[src/rtl/cpu_ctrl_pkg.sv]
// Shared control encodings for the ID->EX operand-2 sequencer.
// Latency: n/a (constants and types only).
// Backpressure: n/a.
package cpu_ctrl_pkg;

  // Operand-2 mux selects seen by the EX stage
  localparam logic [1:0] OP2_ZERO  = 2'b00;
  localparam logic [1:0] OP2_RS2   = 2'b01;
  localparam logic [1:0] OP2_ONE   = 2'b10;
  localparam logic [1:0] OP2_THREE = 2'b11;

  // Macro-op class presented by decode
  localparam logic [1:0] MACRO_SINGLE = 2'b00;
  localparam logic [1:0] MACRO_CALL   = 2'b01;
  localparam logic [1:0] MACRO_REPEAT = 2'b10;
  localparam logic [1:0] MACRO_RSVD   = 2'b11;

  // ST_CALL2 / ST_REPEAT mean "more micro-ops of this macro still to emit".
  // The final step of any macro is emitted with the state already back at ST_IDLE.
  typedef enum logic [1:0] {
    ST_IDLE   = 2'b00,
    ST_CALL2  = 2'b01,
    ST_REPEAT = 2'b10
  } state_t;

endpackage

[src/rtl/op2_rep_counter.sv]
// Loadable down-counter holding the remaining REPEAT iterations, with zero flag.
// Latency: load/decrement visible the cycle after they are requested.
// Backpressure: hold freezes the count; clr/rst force it to zero and win over everything.
module op2_rep_counter #(
  parameter int CNT_W = 4
) (
  input  logic             clk,
  input  logic             rst,
  input  logic             clr,
  input  logic             hold,
  input  logic             load,
  input  logic [CNT_W-1:0] load_val,
  input  logic             dec,
  output logic [CNT_W-1:0] cnt,
  output logic             zero
);

  localparam logic [CNT_W-1:0] CNT_ONE = {{(CNT_W-1){1'b0}}, 1'b1};

  assign zero = (cnt == '0);

  // Count register: clear > hold > load > saturating decrement
  always_ff @(posedge clk) begin
    if (rst || clr) begin
      cnt <= '0;
    end else if (hold) begin
      cnt <= cnt;
    end else if (load) begin
      cnt <= load_val;
    end else if (dec && !zero) begin
      cnt <= cnt - CNT_ONE;
    end
  end

endmodule

[src/rtl/op2_sel_sequencer.sv]
// ID->EX sequencer driving Op2_Sel_EX; expands CALL (2 steps) and REPEAT (N steps).
// Latency: first micro-op on Op2_Sel_EX one cycle after id_valid && id_ready.
// Backpressure: id_ready only when the EX step being produced finishes the macro; stall_ex freezes EX.
module op2_sel_sequencer
  import cpu_ctrl_pkg::*;
#(
  parameter int         CNT_W   = 4,
  parameter logic [1:0] NOP_SEL = 2'b00
) (
  input  logic             clk,
  input  logic             rst,
  input  logic             id_valid,
  output logic             id_ready,
  input  logic [1:0]       id_macro,
  input  logic [1:0]       id_op2_sel,
  input  logic [CNT_W-1:0] id_count,
  input  logic             stall_ex,
  input  logic             flush,
  output logic [1:0]       Op2_Sel_EX,
  output logic             ex_valid,
  output logic             ex_last,
  output logic             busy,
  output logic             illegal_op
);

  localparam logic [CNT_W-1:0] CNT_ONE = {{(CNT_W-1){1'b0}}, 1'b1};

  state_t           state_q, state_d;
  logic [1:0]       sel_d;
  logic             vld_d, last_d, ill_d;
  logic             cnt_load, cnt_dec, cnt_zero;
  logic [CNT_W-1:0] cnt_load_val, cnt_q;
  logic             accept;

  // The last step of every macro is emitted from IDLE, so accepting only in IDLE
  // lets the next op's first micro-op follow the current last step with no bubble.
  assign id_ready = !rst && !stall_ex && !flush && (state_q == ST_IDLE);
  assign accept   = id_valid && id_ready;

  // Remaining-iteration counter; count 0 wraps to 2**CNT_W iterations via the -1 load
  op2_rep_counter #(.CNT_W(CNT_W)) u_rep_cnt (
    .clk      (clk),
    .rst      (rst),
    .clr      (flush),
    .hold     (stall_ex),
    .load     (cnt_load),
    .load_val (cnt_load_val),
    .dec      (cnt_dec),
    .cnt      (cnt_q),
    .zero     (cnt_zero)
  );

  // Next-state and next EX micro-op
  always_comb begin
    state_d      = ST_IDLE;
    sel_d        = NOP_SEL;
    vld_d        = 1'b0;
    last_d       = 1'b0;
    ill_d        = 1'b0;
    cnt_load     = 1'b0;
    cnt_dec      = 1'b0;
    cnt_load_val = id_count - CNT_ONE;
    case (state_q)
      ST_CALL2: begin
        sel_d  = OP2_ONE;
        vld_d  = 1'b1;
        last_d = 1'b1;
      end
      ST_REPEAT: begin
        sel_d   = OP2_RS2;
        vld_d   = 1'b1;
        cnt_dec = 1'b1;
        // zero only reachable after an abnormal exit; treat it as "finish now"
        if (cnt_q == CNT_ONE || cnt_zero) begin
          last_d = 1'b1;
        end else begin
          state_d = ST_REPEAT;
        end
      end
      default: begin
        if (accept) begin
          vld_d = 1'b1;
          case (id_macro)
            MACRO_SINGLE: begin
              sel_d  = id_op2_sel;
              last_d = 1'b1;
            end
            MACRO_CALL: begin
              sel_d   = OP2_THREE;
              state_d = ST_CALL2;
            end
            MACRO_REPEAT: begin
              sel_d    = OP2_RS2;
              cnt_load = 1'b1;
              if (cnt_load_val == '0) begin
                last_d = 1'b1;
              end else begin
                state_d = ST_REPEAT;
              end
            end
            default: begin
              sel_d  = NOP_SEL;
              last_d = 1'b1;
              ill_d  = 1'b1;
            end
          endcase
        end
      end
    endcase
  end

  // State and EX output registers: rst/flush kill, stall holds (illegal_op stays a pulse)
  always_ff @(posedge clk) begin
    if (rst || flush) begin
      state_q    <= ST_IDLE;
      Op2_Sel_EX <= NOP_SEL;
      ex_valid   <= 1'b0;
      ex_last    <= 1'b0;
      busy       <= 1'b0;
      illegal_op <= 1'b0;
    end else if (stall_ex) begin
      illegal_op <= 1'b0;
    end else begin
      state_q    <= state_d;
      Op2_Sel_EX <= sel_d;
      ex_valid   <= vld_d;
      ex_last    <= last_d;
      busy       <= (state_d != ST_IDLE);
      illegal_op <= ill_d;
    end
  end

endmodule

[config.mk]
export PLATFORM = sky130hd
export DESIGN_NAME = op2_sel_sequencer
export DESIGN_NICKNAME = d
export VERILOG_FILES = /design/src/rtl/cpu_ctrl_pkg.sv /design/src/rtl/op2_rep_counter.sv /design/src/rtl/op2_sel_sequencer.sv
export SDC_FILE = /design/constraint.sdc
export NUM_CORES = 1
export LEC_CHECK = 0
export BUFFER_PORTS_ARGS = -buffer_cell sky130_fd_sc_hd__buf_2
export CAP_MARGIN = 20
export CORE_MARGIN = 3
export CORE_UTILIZATION = 48
export DETAILED_ROUTE_END_ITERATION = 8
export GPL_ROUTABILITY_DRIVEN = 0
export GPL_TIMING_DRIVEN = 0
export PLACE_DENSITY = 0.72
export REMOVE_ABC_BUFFERS = 1
export SYNTH_ARGS = -nofsm -noshare
export SYNTH_HDL_FRONTEND = slang
export SYNTH_SLANG_ARGS = --single-unit
[constraint.sdc]
create_clock -name clk -period 4.49 [get_ports clk]
set_clock_uncertainty 0.15 [all_clocks]
set_input_delay 0.2245 -clock clk [delete_from_list [all_inputs] [get_ports clk]]
set_output_delay 0.2245 -clock clk [all_outputs]
set_load 0.1 [all_outputs]
==> flow_summary_export.csv, run 1 <==
group,metric,value,unit
placed_design,dpl_worst_slack,2391,ps
worst_setup_path,cp_slowest_stage_delay,410,ps
sta,fin_ws,2350,ps
die,rows,15,
sta,fin_crit,2140,ps
power_and_ir_drop,power_density,204.9,mW/mm^2
synth,ys.flop_type,"dfxtp_1",
clock_network,cts_tree,"built",
clock_network,clk_latency,270,ps
worst_setup_path,slowest_stage,"nor4bb_1",
power_and_ir_drop,irDropWorstVdd,0.1470,mV
drt,firstDrtPassIters,4,
drt,drcViolationCount,0,
flow_run,max_cap_viol_count,0,
grt,grt.total_usage,17.58,%
power_and_ir_drop,p_leak,0.4428,nW
sta,rsz0062_at_grt,"no",
placed_design,port_buffers,19,
synth,yosys.area.top_type_share,26.48,%
sta,fmax,0.4674,GHz
synth,synth_edf_count,0,
clock_network,holdBufCountCts,0,
drt,avgRoutedWirePerCell,12.47,microns
die,start_util,51.42,%
drt,drt-total-wl,1895,microns
placed_design,dp_hpwl,1496,microns
synth,synth_seq_area_share,26.48,%
worst_hold_path,hp-start,"id_valid",
worst_setup_path,r2r_start,"state_q[0]$_SDFFE_PP0N_",
drt,dr_wl_met3,110,microns
synth,synth_top_area_cell,"dfxtp_1",
worst_setup_path,crit_arrival,2150,ps
synth,ys_top_cells_by_count,"13 x nand2_1, 12 x dfxtp_1, 12 x ha_1",
synth,ys_ff_latch,12,
worst_setup_path,path_cells,"inv_1 -> ha_1 -> nor4bb_1 -> nand2_2 -> a21oi_4 -> a2bb2oi_1 -> a21oi_1",
sta,fin_crit_sh,47.65,%
synth,netlist_area,907.1,sq um
synth,syn_area_per_cell,8.399,sq um
sta,drv_slew,0,
worst_setup_path,start_kind,"flip-flop",
drt,vias,844,
clock_network,cts_buffer_depth,2,
grt,antenna_found_initial,0,
drt,route.antenna.remaining_nets,0,
synth,yosys-top-cells-area,"dfxtp_1 26%, ha_1 17%, nand2_1 5.4%",
worst_setup_path,worstSetupStartpoint,"state_q[0]$_SDFFE_PP0N_",
drt,drtIter0Drc,19,
drt,met1_length,818,microns
drt,dr_wl_met2,953,microns
drt,route.top_layer_used,"met4",
worst_setup_path,crit_path_end_kind,"flip-flop",
sta,tns,0,ps
worst_setup_path,critPathTopFamily,"simple AND/OR/NAND/NOR gates",
worst_setup_path,critPathKind,"flip-flop to flip-flop",
synth,synthMostInstantiatedCell,"nand2_1",
grt,grt_pass1_vias,798,
sta,setup_viol,0,
grt,grt_max_degree,18,
layout,finalNetCount,154,
clock_network,root_buffer,"clkbuf_4",
sta,maxSlewHeadroom,63.74,%
run_status,status,"finished, final reports clean",
clock_network,htreeDepth,1,
clock_network,clkTransAtPathRegs,70,ps
die,core,0.001764,sq mm
clock_network,clkSinkCount,12,
die,pin_count,20,
grt,grt_first_pass_wirelength,3339,microns
worst_setup_path,critPathMaxFanout,6,
synth,yosys.cell_types.count,40,
layout,antenna_cells,0,
sta,worst_pin_slew,536.8,ps
synth,syn_inst,108,
clock_network,post_cts_buffers,0,
worst_hold_path,hold_path.class,"input port to flip-flop",
sta,hold_viol,0,
synth,yosys_warnings,0,
worst_setup_path,critPathBufInv,1,
die,dieArea,0.002447,sq mm
clock_network,cts_resized,0,
drt,viasPerCell,5.553,
worst_setup_path,cp.required,4500,ps
grt,overflow,0,
die,die_h,49.47,microns
layout,drive_above_1_share,23.62,%
clock_network,cts_buffers,3,
die,die_x,49.47,microns
synth,synthArstFlopShare,0,%
layout,syn2layout_area_growth,14.62,%
final cells by class:
| type | count | area, sq um |
|---|---|---|
| Fill cell | 178 | 724.4 |
| Sequential cell | 12 | 240.2 |
| Tap cell | 25 | 31.28 |
| Clock buffer | 3 | 22.52 |
| Timing Repair Buffer | 19 | 95.09 |
| Inverter | 10 | 37.54 |
| Multi-Input combinational cell | 83 | 613.1 |
worst paths after layout:
path / cells past startpoint / slack (ps) / to
min reg2reg: 2 / 340 / state_q[0]$_SDFFE_PP0N_
min: 3 / 60 / ex_valid$_SDFFE_PP0N_
max reg2reg: 7 / 2350 / u_rep_cnt.cnt[0]$_SDFFE_PP0P_
max: 7 / 2350 / u_rep_cnt.cnt[0]$_SDFFE_PP0P_
worst reg2reg max path, cell delays in order, from the launching register on:
cell	delay, ps
dfxtp_1	360
inv_1	70
ha_1	340
nor4bb_1	410
nand2_2	200
a21oi_4	230
a2bb2oi_1	180
a21oi_1	80
state kept, by name, summed over array words and instances, names as in the netlist:
name           count
u_rep_cnt.cnt      4
state_q            2
illegal_op         1
ex_last            1
ex_valid           1
Op2_Sel_EX         2
busy               1
cell families (layout without fill, tap and decap cells):
group | Yosys count | in the layout | share of synthesized area (%)
AND/OR/NAND/NOR | 42 | 42 | 26.76
AO/OA/AOI/OAI | 26 | 26 | 21.24
buffers and inverters | 13 | 32 | 5.931
adder cells (fa/ha/maj) | 12 | 12 | 16.55
flip-flops | 12 | 12 | 26.48
XOR/XNOR | 2 | 2 | 1.931
multiplexers | 1 | 1 | 1.103
placed cells by master (no fill, tap or decap):
cell / Yosys / routed
a21oi_1: 7 / 7
a21oi_4: 1 / 1
a221oi_1: 1 / 1
a222oi_1: 1 / 1
a2bb2oi_1: 1 / 1
a31oi_1: 2 / 2
a41oi_1: 1 / 1
and2_1: 1 / 1
and3b_1: 1 / 1
and4b_1: 1 / 1
buf_2: 1 / 19
clkbuf_4: 0 / 3
dfxtp_1: 12 / 12
ha_1: 12 / 12
inv_1: 10 / 10
mux2i_1: 1 / 1
nand2_1: 13 / 13
nand2_2: 1 / 1
nand3_1: 4 / 4
nand4_1: 1 / 1
nor2_1: 8 / 8
nor2b_1: 1 / 1
nor3_1: 2 / 2
nor4_1: 1 / 1
nor4b_1: 1 / 1
nor4b_4: 1 / 1
nor4bb_1: 2 / 2
o21ai_0: 4 / 4
o21bai_1: 1 / 1
o311ai_0: 1 / 1
o31a_1: 1 / 1
o31ai_1: 3 / 3
o32ai_2: 1 / 1
o41ai_1: 1 / 1
or2_2: 2 / 2
or3b_2: 1 / 1
or4b_2: 1 / 1
xnor2_1: 1 / 1
xor2_1: 1 / 1
metal layers:
metal  global-route usage (%)  vias up
li1                         -      429
met1                    19.33      389
met2                    31.25       24
met3                    5.438        2
met4                    6.912        0
met5                        0        -
metrics by stage:
| step | utilization [%] | area (sq um) | power, W | hold slack [ps] | instances |
|---|---|---|---|---|---|
| 2_1_floorplan | - | 890.9 | 0.0001349 | 191.8 | 105 |
| 4_1_cts | 58.94 | 1040 | 0.0002170 | 44.18 | 152 |
| 3_3_place_gp | 57.66 | 1017 | 0.0001494 | 325.6 | 149 |
| 5_1_grt | 58.94 | 1040 | 0.0002285 | 55.11 | 152 |
| 3_5_place_dp | 57.66 | 1017 | 0.0001501 | 331.6 | 149 |
| 6_report | 58.94 | 1040 | 0.0002131 | 58.73 | 152 |
power by group:
part	internal, W	switching [W]
clock network	0.0000311	0.0000345
registers	0.000107	0.000000414
logic	0.0000135	0.0000264
(Power assumes the default switching activity.)
==> run 2: changes to the inputs <==
- clock period: 4.49 -> 2.2 ns (I/O delays scaled with it)
==> run 2 against run 1 <==
Net effect:
- hold slack got worse by 21 ps
- first-iteration DRC count rose by 32%
- critical path depth unchanged
- routed wire length up 2.1%
- die area did not move
- largest cell class unchanged
- highest routed layer unchanged
- global-route usage is the same
==> flow_summary_export.csv, run 2 (synthesis results as in run 1) <==
group,metric,value,unit
layout,top_register,"u_rep_cnt.cnt",
grt,grt.total_usage,17.58,%
sta,hold_viol,0,
power_and_ir_drop,irDropWorstVdd,0.2992,mV
drt,route.antenna.remaining_nets,0,
layout,largest_reg_flops,4,
drt,firstDrtPassIters,4,
worst_setup_path,critPathKind,"flip-flop to flip-flop",
grt,antenna_found_initial,0,
worst_setup_path,reg2reg_slack,120,ps
sta,tns,0,ps
drt,vias,844,
clock_network,clkTransAtPathRegs,70,ps
sta,worst_pin_slew,537.6,ps
die,pin_count,20,
drt,drt-total-wl,1934,microns
worst_hold_path,min_to,"illegal_op$_SDFF_PP0_",
layout,num-fill-cells,171,
die,rows,15,
clock_network,clkSinkCount,12,
clock_network,root_buffer,"clkbuf_4",
layout,final_cell_mix,"19 x buf_2, 13 x nand2_1, 12 x dfxtp_1, 12 x ha_1, 10 x inv_1",
clock_network,clk_latency,270,ps
drt,drtIter0Drc,25,
clock_network,cts_tree,"built",
power_and_ir_drop,finalPower,0.0004408,W
worst_setup_path,worst_r2r_endpoint,"ex_last$_SDFFE_PP0N_",
layout,syn2layout_area_growth,19.03,%
worst_setup_path,critPathMaxFanout,5,
run_status,status,"finished, final reports clean",
sta,fin_crit,2081,ps
grt,grt_max_degree,18,
clock_network,htreeDepth,1,
layout,antenna_cells,0,
worst_setup_path,start_kind,"flip-flop",
grt,grt_first_pass_wirelength,3339,microns
worst_hold_path,hold_path.class,"input port to flip-flop",
die,die_h,49.47,microns
layout,drive_above_1_share,25.38,%
worst_setup_path,r2r_start,"state_q[0]$_SDFFE_PP0N_",
worst_hold_path,hp-start,"flush",
worst_setup_path,worstSetupStartpoint,"state_q[0]$_SDFFE_PP0N_",
sta,rsz0062_at_grt,"no",
power_and_ir_drop,p_leak,0.4576,nW
worst_hold_path,hold_depth,4,
sta,drv_slew,0,
sta,fin_crit_sh,94.57,%
power_and_ir_drop,power_density,408.2,mW/mm^2
layout,final_common_cell,"buf_2",
layout,top_regs,"u_rep_cnt.cnt: 4 flops, Op2_Sel_EX: 2 flops, state_q: 2 flops",
drt,viasPerCell,5.445,
clock_network,cts_buffer_depth,2,
grt,grt_pass1_vias,798,
drt,drcViolationCount,0,
grt,overflow,0,
clock_network,cts_buffers,3,
die,start_util,51.42,%
sta,maxSlewHeadroom,63.69,%
placed_design,port_buffers,19,
placed_design,dp_hpwl,1496,microns
layout,finalNetCount,157,
worst_setup_path,cp.required,2210,ps
worst_setup_path,worstRegToRegCells,7,
sta,fmax,0.4806,GHz
drt,avgRoutedWirePerCell,12.48,microns
die,dieArea,0.002447,sq mm
worst_setup_path,crit_arrival,2090,ps
flow_run,max_cap_viol_count,0,
die,die_x,49.47,microns
sta,setup_viol,0,
worst_setup_path,crit_path_end_kind,"flip-flop",
die,core,0.001764,sq mm
run 2: repair_timing:
item,CTS,global route
endpoints found under the setup margin,0,5
setup buffers,0,2
hold buffers,1,0
resized for setup,0,2
hold endpoints to repair,2,0
run 2: worst max-delay path by stage:
| stage | slack (ps) | to | depth (start not counted) |
|---|---|---|---|
| after floorplan | -420 | u_rep_cnt.cnt[0]$_SDFFE_PP0P_ | 7 |
| after global placement | 150 | u_rep_cnt.cnt[0]$_SDFFE_PP0P_ | 7 |
| after detailed placement | 100 | u_rep_cnt.cnt[0]$_SDFFE_PP0P_ | 7 |
| after CTS | 70 | u_rep_cnt.cnt[1]$_SDFFE_PP0P_ | 7 |
| after global routing | 1 | ex_last$_SDFFE_PP0N_ | 7 |
| final | 120 | ex_last$_SDFFE_PP0N_ | 7 |
run 2: final cells by class:
cell class	count	area, sq um	area share, %
Timing Repair Buffer	22	120.1	11.12
Inverter	10	37.54	3.476
Clock buffer	3	22.52	2.086
Sequential cell	12	240.2	22.25
Tap cell	25	31.28	2.897
Multi-Input combinational cell	83	628.1	58.17
run 2: worst max-delay path: stages, from the launching register on:
cell and delay [ps]:
dfxtp_1 360, inv_1 70, ha_1 370, nand2_1 120, o41ai_1 120, or4b_2 620, o31ai_1 90, nor3_1 80
run 2: layer usage:
metal | routed length (microns) | GRT usage [%] | part of all wire [%]
met5 | 0 | 0 | 0
met1 | 852 | 19.33 | 44
met3 | 79 | 5.438 | 4.1
met2 | 978 | 31.25 | 51
met4 | 23 | 6.912 | 1.2
run 2: power by group:
part / switching, W / internal (W)
Combinational: 0.0000550 / 0.0000305
Sequential: 0.000000840 / 0.000219
Clock: 0.0000721 / 0.0000634
run 2: stage by stage:
step                hold WS, ps  cells  utilization [%]  setup WS [ps]  area, sq um
finish                    37.50    155            61.21          119.4         1080
global route              56.48    155            61.21          1.300         1080
CTS                       27.94    153            59.50          74.76         1050
detailed placement        217.1    149            57.66          100.6         1017
global placement          213.3    149            57.66          148.0         1017
floorplan                 77.30    105                -         -418.3        890.9
